$ cat src/rtl/sdr_data_path.sv
// SDRAM data path: serialises system write words into DQ beats with per-beat DQM and
// assembles CAS-delayed read beats into system words, flagging ignored start strobes.
module sdr_data_path #(
    parameter int SYS_W   = 32,
    parameter int DQ_W    = 8,
    parameter int CAS_LAT = 2
) (
    input  logic                    clk,
    input  logic                    reset,
    input  logic                    wr_start,
    input  logic [SYS_W-1:0]        wr_data,
    input  logic [SYS_W/DQ_W-1:0]   wr_beat_mask,
    output logic                    wr_done,
    input  logic                    rd_start,
    output logic [SYS_W-1:0]        rd_data,
    output logic                    rd_valid,
    output logic                    busy,
    output logic                    proto_err,
    output logic [DQ_W-1:0]         sdr_dq_out,
    output logic                    sdr_dq_oe,
    output logic                    sdr_dqm,
    input  logic [DQ_W-1:0]         sdr_dq_in
);
    // state   | meaning
    // IDLE    | no burst, starts accepted
    // WRITE   | driving write beats onto DQ
    // RD_WAIT | waiting out CAS latency after READ
    // READ    | sampling read beats from DQ
    localparam int BEATS = SYS_W / DQ_W;
    localparam int CNT_W = (BEATS > 1) ? $clog2(BEATS) : 1;
    localparam logic [CNT_W-1:0] LAST_BEAT = CNT_W'(BEATS - 1);
    localparam logic [1:0] WAIT_INIT = (CAS_LAT > 1) ? 2'(CAS_LAT - 2) : 2'd0;

    localparam logic [1:0] IDLE    = 2'd0;
    localparam logic [1:0] WRITE   = 2'd1;
    localparam logic [1:0] RD_WAIT = 2'd2;
    localparam logic [1:0] READ    = 2'd3;

    logic [1:0]       state;
    logic [CNT_W-1:0] beat_cnt;
    logic [1:0]       wait_cnt;
    logic [SYS_W-1:0] wr_shift;
    logic [SYS_W-1:0] rd_shift;
    logic [BEATS-1:0] mask_shift;
    logic             idle;

    assign idle = (state == IDLE);

    always_ff @(posedge clk) begin
        if (reset) begin
            state      <= IDLE;
            beat_cnt   <= '0;
            wait_cnt   <= '0;
            wr_shift   <= '0;
            rd_shift   <= '0;
            mask_shift <= '0;
            wr_done    <= 1'b0;
            rd_data    <= '0;
            rd_valid   <= 1'b0;
            busy       <= 1'b0;
            proto_err  <= 1'b0;
            sdr_dq_out <= '0;
            sdr_dq_oe  <= 1'b0;
            sdr_dqm    <= 1'b1;
        end else begin
            wr_done   <= 1'b0;
            rd_valid  <= 1'b0;
            // A simultaneous pair loses the read; anything while busy is dropped.
            proto_err <= (wr_start && rd_start) || (!idle && (wr_start || rd_start));
            case (state)
                IDLE: begin
                    if (wr_start) begin
                        state      <= WRITE;
                        beat_cnt   <= LAST_BEAT;
                        busy       <= 1'b1;
                        sdr_dq_oe  <= 1'b1;
                        sdr_dq_out <= wr_data[DQ_W-1:0];
                        sdr_dqm    <= wr_beat_mask[0];
                        wr_shift   <= wr_data >> DQ_W;
                        mask_shift <= wr_beat_mask >> 1;
                    end else if (rd_start) begin
                        state    <= (CAS_LAT == 1) ? READ : RD_WAIT;
                        beat_cnt <= LAST_BEAT;
                        wait_cnt <= WAIT_INIT;
                        busy     <= 1'b1;
                        sdr_dqm  <= 1'b0;
                    end
                end
                WRITE: begin
                    if (beat_cnt == '0) begin
                        state      <= IDLE;
                        busy       <= 1'b0;
                        wr_done    <= 1'b1;
                        sdr_dq_oe  <= 1'b0;
                        sdr_dqm    <= 1'b1;
                        sdr_dq_out <= '0;
                    end else begin
                        sdr_dq_out <= wr_shift[DQ_W-1:0];
                        sdr_dqm    <= mask_shift[0];
                        wr_shift   <= wr_shift >> DQ_W;
                        mask_shift <= mask_shift >> 1;
                        beat_cnt   <= beat_cnt - 1'b1;
                    end
                end
                RD_WAIT: begin
                    if (wait_cnt == '0) begin
                        state <= READ;
                    end else begin
                        wait_cnt <= wait_cnt - 1'b1;
                    end
                end
                READ: begin
                    // Beats enter at the top so beat 0 ends up in the LSBs.
                    rd_shift <= {sdr_dq_in, rd_shift[SYS_W-1:DQ_W]};
                    if (beat_cnt == '0) begin
                        state    <= IDLE;
                        busy     <= 1'b0;
                        rd_valid <= 1'b1;
                        rd_data  <= {sdr_dq_in, rd_shift[SYS_W-1:DQ_W]};
                        sdr_dqm  <= 1'b1;
                    end else begin
                        beat_cnt <= beat_cnt - 1'b1;
                    end
                end
                default: state <= IDLE;
            endcase
        end
    end
endmodule
$ cat config.mk
export PLATFORM = sky130hd
export DESIGN_NAME = sdr_data_path
export DESIGN_NICKNAME = d
export VERILOG_FILES = /design/src/rtl/sdr_data_path.sv
export SDC_FILE = /design/constraint.sdc
export NUM_CORES = 1
export LEC_CHECK = 0
export BUFFER_PORTS_ARGS = -buffer_cell sky130_fd_sc_hd__buf_2
export CORE_ASPECT_RATIO = 0.9
export CORE_MARGIN = 8
export CORE_UTILIZATION = 53
export DETAILED_ROUTE_END_ITERATION = 10
export GPL_ROUTABILITY_DRIVEN = 0
export PLACE_DENSITY = 0.82
export SLEW_MARGIN = 0
export SYNTH_ARGS = -nofsm -noshare
export SYNTH_HDL_FRONTEND = slang
export SYNTH_SLANG_ARGS = --single-unit
export TNS_END_PERCENT = 30
$ cat constraint.sdc
create_clock -name clk -period 1.97 [get_ports clk]
set_clock_uncertainty 0.05 [all_clocks]
set_input_delay 0.2955 -clock clk [delete_from_list [all_inputs] [get_ports clk]]
set_output_delay 0.2955 -clock clk [all_outputs]
set_load 0.005 [all_outputs]
# Yosys cells after proc, flatten, opt, wreduce, memory -nomap -nowiden
# Cells that the tools add are included.
op_classes:
  bitwise_logic: 2
  muxes: 34
  eq_ne: 14
  n_reduce_logical: 24
  add_sub_neg: 2
op_table:
  columns: ["op", "count"]
  rows:
  - ["2-to-1 mux 32 bit", 2]
  - ["one-hot mux 32 bit (2 select lines)", 1]
  - ["2-to-1 mux 2 bit", 10]
  - ["inequality test 2 bit, second input constant", 9]
  - ["AND reduction 3 bit", 6]
  - ["2-to-1 mux 8 bit", 2]
  - ["one-hot mux 8 bit (2 select lines)", 1]
  - ["2-to-1 mux 1 bit", 9]
  - ["2-to-1 mux 4 bit", 2]
  - ["one-hot mux 2 bit (2 select lines)", 2]
  - ["one-hot mux 4 bit (2 select lines)", 1]
  - ["logical NOT 2 bit", 3]
  - ["one-hot mux 2 bit (3 select lines)", 1]
  - ["nonzero test 2 bit", 3]
  - ["OR reduction 2 bit", 3]
  - ["equality test 2 bit, second input constant", 2]
  - ["one-hot mux 1 bit (2 select lines)", 2]
  - ["AND reduction 2 bit", 2]
  - ["AND reduction 4 bit", 1]
  - ["subtractor 2 x 1 -> 2 bit, second input constant", 2]
  - ["inequality test 3 bit, second input constant", 1]
  - ["one-hot mux 1 bit (3 select lines)", 1]
  - ["nonzero test 3 bit", 1]
  - ["equality test 2 x 1 -> 1 bit, second input constant", 1]
  - ["5 further kinds", 8]
totals:
  in_bits: 48
  wordCells: 90
  output_inout_bits: 46
  reg_bits: 120

# Longest topological paths before layout
# Gate-level depths: netlist of run 1.
logic_depth:
  ltp_word: 4
  ltp_mapped: 7
  mapped_depth_nobuf: 5

# Worst setup path before layout of run 1
# Ideal clock, no wire load.
synth_timing:
  path_kind: "register -> register"
  from: "register beat_cnt[0]"
  to: "register mask_shift[2]"
  arrival_time_ps: 1420
  period_less_slack_ps: 1586
  path_stages_with_launch: 8
  setup_time_ps: 116
  path_slack_ps: 384
  n_path_buf: 2
  required_ps: 1804
  path_cell_list: "dfxtp_1 -> inv_1 -> ha_1 -> buf_2 -> nand2_1 -> clkbuf_1 -> a21oi_1 -> a31o_2"
synth_between:
  elab_chain_len: 3
synth_lines:
  columns: ["element", "line", "rtl"]
  rows:
  - ["start, declared", "40", "logic [CNT_W-1:0] beat_cnt;"]
  - ["start signal, assigned", "102", "beat_cnt <= beat_cnt - 1'b1;"]
  - ["start signal, assigned", "122", "beat_cnt <= beat_cnt - 1'b1;"]
  - ["logical NOT 2 bit", "90", "if (beat_cnt == '0) begin"]
  - ["inequality test 2 bit (no source line)", null, null]
  - ["AND reduction 3 bit (no source line)", null, null]
  - ["end signal, assigned", "80", "mask_shift <= wr_beat_mask >> 1;"]
  - ["end signal, assigned", "101", "mask_shift <= mask_shift >> 1;"]
  - ["end, declared", "44", "logic [BEATS-1:0] mask_shift;"]
# No other way between the ends.
# A chain may end at the register's enable or synchronous reset.

# Worst setup path in the final report of run 1
layout_timing:
  from: "register beat_cnt[0]"
  to: "register wr_shift[8]"
layout_between:
  elab_chain_len: 3
layout_lines:
  columns: ["element", "line", "rtl"]
  rows:
  - ["logical NOT 2 bit", "90", null]
  - ["inequality test 2 bit (no source line)", null, null]
  - ["AND reduction 3 bit (no source line)", null, null]
  - ["end signal, assigned", "79", "wr_shift <= wr_data >> DQ_W;"]
  - ["end signal, assigned", "100", "wr_shift <= wr_shift >> DQ_W;"]
  - ["end, declared", "42", "logic [SYS_W-1:0] wr_shift;"]
# No other way between the ends.

==> results of run 1 <==
==> sequential cells by signal (all words and copies together), names as in the netlist <==
register,cells
beat_cnt,2
busy,1
mask_shift,3
proto_err,1
rd_data,32
rd_shift,24
rd_valid,1
sdr_dq_oe,1
sdr_dq_out,8
sdr_dqm,1
state,2
wait_cnt,2
wr_done,1
wr_shift,24
==> path summary, 6_finish.rpt <==
kind	depth (start not counted)	slack, ns	start	end
max	5	0.16	beat_cnt[0]	wr_shift[8]
max reg2reg	5	0.16	beat_cnt[0]	wr_shift[8]
min	2	0.11	wr_data[29]	wr_shift[21]
min reg2reg	2	0.41	rd_data[4]	rd_data[4]
==> synth_stat cells (2+ instances only) <==
cell type and number:
sky130_fd_sc_hd__a31o_2 9, sky130_fd_sc_hd__dfxtp_1 103, sky130_fd_sc_hd__o221a_2 8, sky130_fd_sc_hd__buf_2 13
sky130_fd_sc_hd__a31oi_1 3, sky130_fd_sc_hd__inv_1 7, sky130_fd_sc_hd__o21ai_0 2, sky130_fd_sc_hd__and3_1 2
sky130_fd_sc_hd__ha_1 3, sky130_fd_sc_hd__and2_1 2, sky130_fd_sc_hd__nor3_1 18, sky130_fd_sc_hd__nand2_1 129
sky130_fd_sc_hd__nor2b_1 10, sky130_fd_sc_hd__a21oi_1 86, sky130_fd_sc_hd__a2bb2oi_1 2, sky130_fd_sc_hd__nand3_1 2
sky130_fd_sc_hd__a211oi_1 2, sky130_fd_sc_hd__buf_6 5, sky130_fd_sc_hd__o211ai_1 2, sky130_fd_sc_hd__o22ai_1 25
sky130_fd_sc_hd__nor2_1 5, sky130_fd_sc_hd__clkbuf_1 24, sky130_fd_sc_hd__nand2b_1 11, sky130_fd_sc_hd__or3b_1 2
==> metrics by stage <==
stage	setup slack, ns	power, µW	area, µm²
global route	0.0604	4400	4740
CTS	0.169	4210	4740
global placement	0.285	2990	4560
detailed placement	0.197	3010	4560
floorplan	0.384	2810	4060
finish	0.157	4190	4740
==> power groups by stage <==
stage / sequential, µW / combinational, µW / clock, µW
2_1_floorplan: 2330 / 487 / 0
3_3_place_gp: 2350 / 641 / 0
3_5_place_dp: 2350 / 664 / 0
4_1_cts: 2300 / 668 / 1250
5_1_grt: 2320 / 741 / 1340
6_report: 2300 / 667 / 1220
==> critical path, stage by stage (launching register included) <==
cell	delay, ns
sky130_fd_sc_hd__dfxtp_1	0.37
sky130_fd_sc_hd__inv_1	0.07
sky130_fd_sc_hd__ha_1	0.22
sky130_fd_sc_hd__or3b_1	0.64
sky130_fd_sc_hd__o22ai_1	0.25
sky130_fd_sc_hd__nor3_1	0.08
==> layout make-up <==
cell class | count | area [µm²] | share of cell area
well taps | 96 | 120 | 0.0253
clock inverters | 6 | 53.8 | 0.0113
multi-input cells | 335 | 1750 | 0.369
flip-flops and latches | 103 | 2060 | 0.435
clock buffers | 10 | 128 | 0.0269
repair buffers | 108 | 603 | 0.127
inverters | 7 | 26.3 | 0.00554
==> metal layers <==
metal,vias to the layer above,part of all wire
met4,0,0.012
met1,1695,0.47
met2,100,0.46
li1,1834,-
met3,10,0.063
met5,-,0
==> kinds of logic (layout without fill, tap and decap cells) <==
family                     after synthesis  in the layout  synth area share
AOI/OAI and AO/OA                      146            146             0.221
adders and majority gates                3              3           0.00924
buffers and inverters                   51            131            0.0613
DFF                                    103            103             0.508
muxes                                    1              1           0.00246
and+or+nand+nor                        185            185             0.198
==> summary.md, run 1 <==
| Metric | Value |
|---|---|
| Largest cells by area after synthesis | sky130_fd_sc_hd__dfxtp_1 51%, sky130_fd_sc_hd__nand2_1 12%, sky130_fd_sc_hd__a21oi_1 11% |
| Average wire length per cell after detail routing | 14.7 µm |
| Cell leakage power | 0.00189 µW |
| Sw Ratio | 0.285 |
| Utilization of the core after routing | 0.632 |
| Cells after synthesis | 489 |
| Commonest non-fill, non-tap cells in the layout | 129 x sky130_fd_sc_hd__nand2_1, 103 x sky130_fd_sc_hd__dfxtp_1, 93 x sky130_fd_sc_hd__buf_2 |
| Worst min-delay path class | input port to flip-flop |
| Die Outline Area | 10700 µm² |
| Sw power | 1190 µW |
| Fraction of power consumed by sequential logic | 0.550 |
| Number of buffers added on ports | 93 |
| Clock sinks | 103 |
| Max Slew Vio Count | 0 |
| CTS clk-pin slew, worst paths | 0.09 ns |
| Die height | 99.1 µm |
| Crit end category | flip-flop |
| Seq cells post-synth | 103 |
| Max_slew headroom | 0.574 |
| Setup Fix Bufs, Post-CTS | 0 |
| Vias per cell | 5.47 |
| Status | completed |
| TritonCTS clock tree | done |
| Total Routed Length | 9790 µm |
| Most common cell after layout, fill and taps aside | sky130_fd_sc_hd__nand2_1 |
| WHS | 0.113 ns |
| Fin nets | 615 |
| CORE AREA | 7510 µm² |
| GR peak layer | met2 |
| Post-detailed-route count of antenna-violating nets | 0 |
| Max clock buf depth | 2 |
| Initial antenna violation count | 0 |
| Share of the cycle needed by the critical path after routing | 0.920 |
| Leading area contributor after synthesis | sky130_fd_sc_hd__dfxtp_1 |
| FMAX | 0.552 GHz |
| RSZ-0062 raised after global routing | no |
| Number of global-route vias before repair | 3422 |
| Post-Syn Nets | 540 |
| Crit-path max FO | 18 |
| Number of cells in the design after placement | 649 |
| Pin slew with the least headroom to its limit | 0.640 ns |
| Number of buffers added by the clock tree synthesis step | 9 |
| Number of detailed-route iterations in the first pass | 4 |
| Count of vias placed by the detailed router | 3639 |
| Pin count of the biggest net entering global routing | 36 |
| Minimum clock period | 1.81 ns |
| Met1 layer usage reported by global route | 0.247 |
| Total of warnings raised by yosys | 0 |
| Crit path launch type | flip-flop |
| Flip-flop cell with the highest count after synthesis | sky130_fd_sc_hd__dfxtp_1 |
| Congestion Overflow GR | 0 |
| Crit path arrival time | 1.99 ns |
| DR iter-0 viols | 162 |
| Yosys top cell area share | 0.508 |
| Number of non-filler instances in the completed layout | 665 |
| Total of fill cells in the finished design | 684 |
| Critical path type | flip-flop to flip-flop |
| Async set-or-reset flop fraction in the synthesized netlist | 0 |
| Synthesis-to-layout area growth | 16.8% |
| DRC violations left | 0 |
| Max rail drop VDD | 0.378 mV |
| Cts-stage hold buffer count | 0 |
| Final setup fails | 0 |
| Worst-skew pair later-pin latency | 0.36 ns |
| Internal power | 2990 µW |
| Gates resized, CTS repair | 0 |
| H-Tree Depth | 3 |
| First-pass GRT wire length | 16200 µm |
| Initial Util | 0.541 |
| Share of synthesized area occupied by flip-flops and latches | 0.508 |
| Clock root buffer | sky130_fd_sc_hd__clkbuf_8 |
| Final hold vios | 0 |
| Average cell area after synthesis | 8.31 µm² |
| Portion of total power attributed to combinational logic | 0.159 |
| Syn Std Cell Area | 4060 µm² |
| Global-route met3 utilization | 0.0463 |
| Boundary Pins | 94 |
| Power Dens Cells | 883 nW/µm² |
| Number of max-cap violations | 0 |
| Die boundary width | 108 µm |
| Number of antenna diodes | 0 |
| Data required, critical path | 2.14 ns |
| Total negative setup slack | 0 ns |
| DP Wirelength | 6900 µm |
| Share of cells above drive strength 1 | 0.253 |
| Clock network power share | 0.291 |
| Global router's overall resource usage | 0.184 |
| Post-synth EDFFs | 0 |
| Row count | 30 |
| Number of distinct library cells after synthesis | 38 |
| Met2 track utilization from global routing | 0.274 |
Power figures use the tool's default switching activity.
==> run 2: changes to the inputs <==
--- a/config.mk
+++ b/config.mk
@@ -11,6 +11,7 @@
 export CORE_UTILIZATION = 53
 export DETAILED_ROUTE_END_ITERATION = 10
 export GPL_ROUTABILITY_DRIVEN = 0
+export HOLD_SLACK_MARGIN = 0.12
 export PLACE_DENSITY = 0.82
 export SLEW_MARGIN = 0
 export SYNTH_ARGS = -nofsm -noshare
==> summary.md, run 2 (same netlist as run 1, synthesis figures left out) <==
| Metric | Value |
|---|---|
| Max_slew headroom | 0.572 (-0.00113) |
| DRC violations left | 0 (unchanged) |
| Cell-by-cell trace of the critical path | inv_1 -> ha_1 -> or3b_1 -> o22ai_1 -> nor3_1 |
| TritonCTS clock tree | done |
| Largest Register | rd_data |
| Total negative setup slack | 0 ns (unchanged) |
| Most common cell after layout, fill and taps aside | sky130_fd_sc_hd__nand2_1 |
| Die boundary width | 108 µm (unchanged) |
| Number of buffers added by the clock tree synthesis step | 9 (unchanged) |
| Registers with the highest flip-flop counts | rd_data x32, rd_shift x24, wr_shift x24 |
| Buf+Inv Stages, Crit Path | 1 (unchanged) |
| Synthesis-to-layout area growth | 20.2% |
| Initial Util | 0.541 (unchanged) |
| Count of vias placed by the detailed router | 3722 (+2.3%) |
| Clock network power share | 0.288 (-0.003) |
| Total of fill cells in the finished design | 663 (-3.1%) |
| Crit path launch type | flip-flop |
| DR iter-0 viols | 177 (+9.3%) |
| Number of buffers added on ports | 93 (unchanged) |
| Master of the slowest instance on the critical path | sky130_fd_sc_hd__or3b_1 |
| Max clock buf depth | 2 (unchanged) |
| Number of antenna diodes | 0 (unchanged) |
| Global router's overall resource usage | 0.187 (+0.00356) |
| Data required, critical path | 2.14 ns (about the same) |
| Worst-skew pair later-pin latency | 0.36 ns (about the same) |
| Share of cells above drive strength 1 | 0.247 (-0.00608) |
| Row count | 30 (unchanged) |
| Total Routed Length | 10000 µm (+2.2%) |
| Die height | 99.1 µm (unchanged) |
| Clock sinks | 103 (unchanged) |
| Boundary Pins | 94 (unchanged) |
| Critical Path Max Stage Delay | 0.64 ns (about the same) |
| Crit path arrival time | 1.99 ns (about the same) |
| Pin count of the biggest net entering global routing | 36 (unchanged) |
| CTS clk-pin slew, worst paths | 0.10 ns (about the same) |
| CORE AREA | 7510 µm² (unchanged) |
| Number of detailed-route iterations in the first pass | 5 (+1) |
| Critical path type | flip-flop to flip-flop |
| Portion of total power attributed to combinational logic | 0.164 (+0.005) |
| Minimum clock period | 1.82 ns (+0.00519 ns) |
| Utilization of the core after routing | 0.651 (+0.0187) |
| Initial antenna violation count | 0 (unchanged) |
| First-pass GRT wire length | 16500 µm (+1.7%) |
| Max Slew Vio Count | 0 (unchanged) |
| Number of max-cap violations | 0 (unchanged) |
| Average wire length per cell after detail routing | 14.7 µm (+0.12%) |
| FMAX | 0.550 GHz (-0.29%) |
| Die Outline Area | 10700 µm² (unchanged) |
| Crit-path max FO | 18 (unchanged) |
| DP Wirelength | 6900 µm (unchanged) |
| Sw power | 1200 µW (+0.14%) |
| Sw Ratio | 0.284 (-0.000920) |
| Dominant delay contributor by cell family on the critical path | simple AND/OR/NAND/NOR gates |
| Max FFs per register | 32 (unchanged) |
| Clock root buffer | sky130_fd_sc_hd__clkbuf_8 |
| Setup slack of the critical path after layout | 0.152 ns (-0.00519 ns) |
| Final hold vios | 0 (unchanged) |
| WHS | 0.141 ns (+0.0279 ns) |
| Final setup fails | 0 (unchanged) |
| RSZ-0062 raised after global routing | no |
| Fraction of power consumed by sequential logic | 0.548 (-0.002) |
| Pin slew with the least headroom to its limit | 0.641 ns (+0.00170 ns) |
| Worst min-delay path class | input port to flip-flop |
| Internal power | 3010 µW (+0.60%) |
| H-Tree Depth | 3 (unchanged) |
| Commonest non-fill, non-tap cells in the layout | 129 x sky130_fd_sc_hd__nand2_1, 103 x sky130_fd_sc_hd__dfxtp_1, 93 x sky130_fd_sc_hd__buf_2 |
| Cell leakage power | 0.00195 µW (+3.1%) |
| Vias per cell | 5.48 (+0.17%) |
| Power Dens Cells | 861 nW/µm² (-2.4%) |
| Max rail drop VDD | 0.378 mV (+0.16%) |
| Status | completed |
| Setup Fix Bufs, Post-CTS | 0 (unchanged) |
| Crit end category | flip-flop |
| Post-placement setup slack | 0.197 ns (unchanged) |
| Congestion Overflow GR | 0 (unchanged) |
| Number of global-route vias before repair | 3458 (+1.1%) |
| Share of the cycle needed by the critical path after routing | 0.923 (+0.00263) |
| Post-detailed-route count of antenna-violating nets | 0 (unchanged) |
| Fin nets | 629 (+2.3%) |
==> run 2: cell types whose count changed in the layout (fill, tap and decap cells not counted), sizes merged <==
cell         delta
dlygate4sd3    +14
==> run 2: worst min-delay path, stage by stage <==
cell and delay (ns):
sky130_fd_sc_hd__buf_2 0.11, sky130_fd_sc_hd__nand2_1 0.05, sky130_fd_sc_hd__a21oi_1 0.05
==> run 2: metrics by stage <==
stage	area, µm²	power [µW]	instances
after floorplan	4060	2810	489
after global placement	4560	2990	649
after detailed placement	4560	3010	649
after CTS	4860	4230	677
after global routing	4880	4420	679
final	4880	4210	679
==> run 2: area by class of cell <==
type	count	area, µm²	area share
Multi-Input combinational cell	335	1750	0.359
Clock inverter	6	53.8	0.0110
Sequential cell	103	2060	0.422
Timing Repair Buffer	122	743	0.152
Inverter	7	26.3	0.00538
Clock buffer	10	128	0.0261
Tap cell	96	120	0.0246
==> run 2: routing by layer <==
metal | vias up | share of wire | track usage
met3 | 14 | 0.074 | 0.0437
met1 | 1727 | 0.45 | 0.255
met2 | 125 | 0.46 | 0.277
li1 | 1856 | - | -
met5 | - | 0 | 0
met4 | 0 | 0.014 | 0.0747
==> run 2: path summary, 6_finish.rpt <==
check / startpoint / endpoint / slack (ns) / cells past startpoint
worst min-delay path: sdr_dq_in[6] / rd_data[30] / 0.14 / 3
worst max register to register: beat_cnt[0] / wr_shift[8] / 0.15 / 5
worst max-delay path: beat_cnt[0] / wr_shift[8] / 0.15 / 5
worst min register to register: rd_data[4] / rd_data[4] / 0.41 / 2
==> run 2: power by group through the flow <==
stage / Sequential [µW] / Combinational, µW / Clock, µW
2_1_floorplan: 2330 / 487 / 0
4_1_cts: 2300 / 686 / 1250
5_1_grt: 2320 / 766 / 1340
3_5_place_dp: 2350 / 664 / 0
3_3_place_gp: 2350 / 641 / 0
6_report: 2300 / 692 / 1210
==> run 2: repair_timing <==
item                                   4_1_cts  5_1_grt
endpoints found under the hold margin       12        2
hold buffers                                12        2
resized for setup                            0        0
==> run 3: changes to the inputs <==
--- a/config.mk
+++ b/config.mk
@@ -12,7 +12,7 @@
 export DETAILED_ROUTE_END_ITERATION = 10
 export GPL_ROUTABILITY_DRIVEN = 0
 export HOLD_SLACK_MARGIN = 0.12
-export PLACE_DENSITY = 0.82
+export PLACE_DENSITY = 0.78
 export SLEW_MARGIN = 0
 export SYNTH_ARGS = -nofsm -noshare
 export SYNTH_HDL_FRONTEND = slang
==> summary.md, run 3 (same netlist as run 1, synthesis figures left out) <==
| Metric | Value |
|---|---|
| Status | completed |
| Data required, critical path | 2.14 ns (about the same) |
| Total of fill cells in the finished design | 696 (+5.0%) |
| Max FFs per register | 32 (unchanged) |
| Number of buffers added by the clock tree synthesis step | 9 (unchanged) |
| Commonest non-fill, non-tap cells in the layout | 129 x sky130_fd_sc_hd__nand2_1, 103 x sky130_fd_sc_hd__dfxtp_1, 93 x sky130_fd_sc_hd__buf_2 |
| Max clock buf depth | 2 (unchanged) |
| First-pass GRT wire length | 16900 µm (+2.6%) |
| RSZ-0062 raised after global routing | no |
| Boundary Pins | 94 (unchanged) |
| Number of global-route vias before repair | 3599 (+4.1%) |
| Global router's overall resource usage | 0.193 (+0.00537) |
| Max rail drop VDD | 0.618 mV (+63%) |
| Number of max-cap violations | 0 (unchanged) |
| Minimum clock period | 1.85 ns (+0.0338 ns) |
| Max_slew headroom | 0.554 (-0.0181) |
| Utilization of the core after routing | 0.640 (-0.0105) |
| Number of buffers added on ports | 93 (unchanged) |
| Largest Register | rd_data |
| Final hold vios | 0 (unchanged) |
| Clock sinks | 103 (unchanged) |
| Initial antenna violation count | 0 (unchanged) |
| H-Tree Depth | 3 (unchanged) |
| CTS clk-pin slew, worst paths | 0.09 ns (about the same) |
| Die boundary width | 108 µm (unchanged) |
| Vias per cell | 5.44 (-0.73%) |
| Number of antenna diodes | 0 (unchanged) |
| Registers with the highest flip-flop counts | rd_data x32, rd_shift x24, wr_shift x24 |
| Crit end category | flip-flop |
| Most common cell after layout, fill and taps aside | sky130_fd_sc_hd__nand2_1 |
| FMAX | 0.540 GHz (-1.8%) |
| DP Wirelength | 6970 µm (+1.1%) |
| Fin nets | 624 (-0.79%) |
| Cell leakage power | 0.00192 µW (-1.8%) |
| Die height | 99.1 µm (unchanged) |
| Number of detailed-route iterations in the first pass | 6 (+1) |
| Worst-skew pair later-pin latency | 0.35 ns (about the same) |
| TritonCTS clock tree | done |
| DR iter-0 viols | 246 (+39%) |
| Clock root buffer | sky130_fd_sc_hd__clkbuf_8 |
| Setup Fix Bufs, Post-CTS | 0 (unchanged) |
| DRC violations left | 0 (unchanged) |
| Critical path type | flip-flop to flip-flop |
| Power Dens Cells | 862 nW/µm² (+0.11%) |
| Crit-path max FO | 18 (unchanged) |
| Count of vias placed by the detailed router | 3662 (-1.6%) |
| Synthesis-to-layout area growth | 18.3% |
| Share of the cycle needed by the critical path after routing | 0.940 (+0.0172) |
| Share of cells above drive strength 1 | 0.246 (-0.000898) |
| Worst min-delay path class | input port to flip-flop |
| Crit path launch type | flip-flop |
| Total negative setup slack | 0 ns (unchanged) |
| Final setup fails | 0 (unchanged) |
| Pin slew with the least headroom to its limit | 0.668 ns (+0.0271 ns) |
| Die Outline Area | 10700 µm² (unchanged) |
| Initial Util | 0.541 (unchanged) |
| Crit path arrival time | 2.02 ns (+0.03 ns) |
| Congestion Overflow GR | 0 (unchanged) |
| Pin count of the biggest net entering global routing | 47 (+31%) |
| Post-detailed-route count of antenna-violating nets | 0 (unchanged) |
| CORE AREA | 7510 µm² (unchanged) |
| Max Slew Vio Count | 0 (unchanged) |
| Average wire length per cell after detail routing | 15.3 µm (+3.5%) |
| Total Routed Length | 10300 µm (+2.6%) |
| Row count | 30 (unchanged) |
run 3: changes by cell type in the layout (fill, tap and decap cells not counted), sizes merged:
cell / before / now
dlygate4sd3: 14 / 9
clkbuf: 10 / 12
clkinv: 3 / 1
inv: 9 / 7
clkinvlp: 1 / 2
run 3: timing repair:
action                                 in CTS  in global routing
hold buffers                                7                  2
resized for setup                           0                  0
endpoints found under the hold margin       7                  2
run 3: final cells by class:
class                           instances  area (µm²)  area share
Clock buffer                           12         145      0.0302
Clock inverter                          3        20.0     0.00417
Inverter                                7        26.3     0.00547
Sequential cell                       103        2060       0.429
Tap cell                               96         120      0.0250
Multi-Input combinational cell        335        1750       0.364
Timing Repair Buffer                  117         681       0.142
run 3: path summary, 6_finish.rpt:
path	from	endpoint	slack [ns]	depth (start not counted)
min reg2reg	rd_data[26]	rd_data[26]	0.40	2
max reg2reg	state[0]	wr_shift[1]	0.12	3
max	state[0]	wr_shift[1]	0.12	3
min	sdr_dq_in[0]	rd_shift[24]	0.14	3
run 3: worst max-delay path: stages (launching register included):
cell	delay (ns)
sky130_fd_sc_hd__dfxtp_1	0.63
sky130_fd_sc_hd__or3b_1	0.70
sky130_fd_sc_hd__o22ai_1	0.25
sky130_fd_sc_hd__nor3_1	0.08
run 3: power breakdown:
group / switching [µW] / internal, µW / leakage (µW)
clock network: 664 / 487 / 0.0000785
logic: 380 / 301 / 0.000999
registers: 93.2 / 2220 / 0.000840
run 3: routing by layer:
| metal | vias up | global-route usage | wire (µm) |
|---|---|---|---|
| met4 | 0 | 0.0547 | 133 |
| met5 | - | 0 | 0 |
| met2 | 111 | 0.301 | 4780 |
| met3 | 12 | 0.0744 | 870 |
| li1 | 1842 | - | - |
| met1 | 1697 | 0.239 | 4480 |
run 3: per-stage QoR:
| stage | worst slack [ns] | hold slack (ns) | total power (µW) | instances | instance area (µm²) |
|---|---|---|---|---|---|
| after floorplan | 0.384 | 0.381 | 2810 | 489 | 4060 |
| after global placement | 0.273 | 0.390 | 2990 | 649 | 4550 |
| after detailed placement | 0.182 | 0.395 | 3020 | 649 | 4550 |
| after CTS | 0.145 | 0.121 | 4160 | 671 | 4790 |
| after global routing | 0.0295 | 0.125 | 4350 | 673 | 4810 |
| final | 0.118 | 0.138 | 4140 | 673 | 4810 |
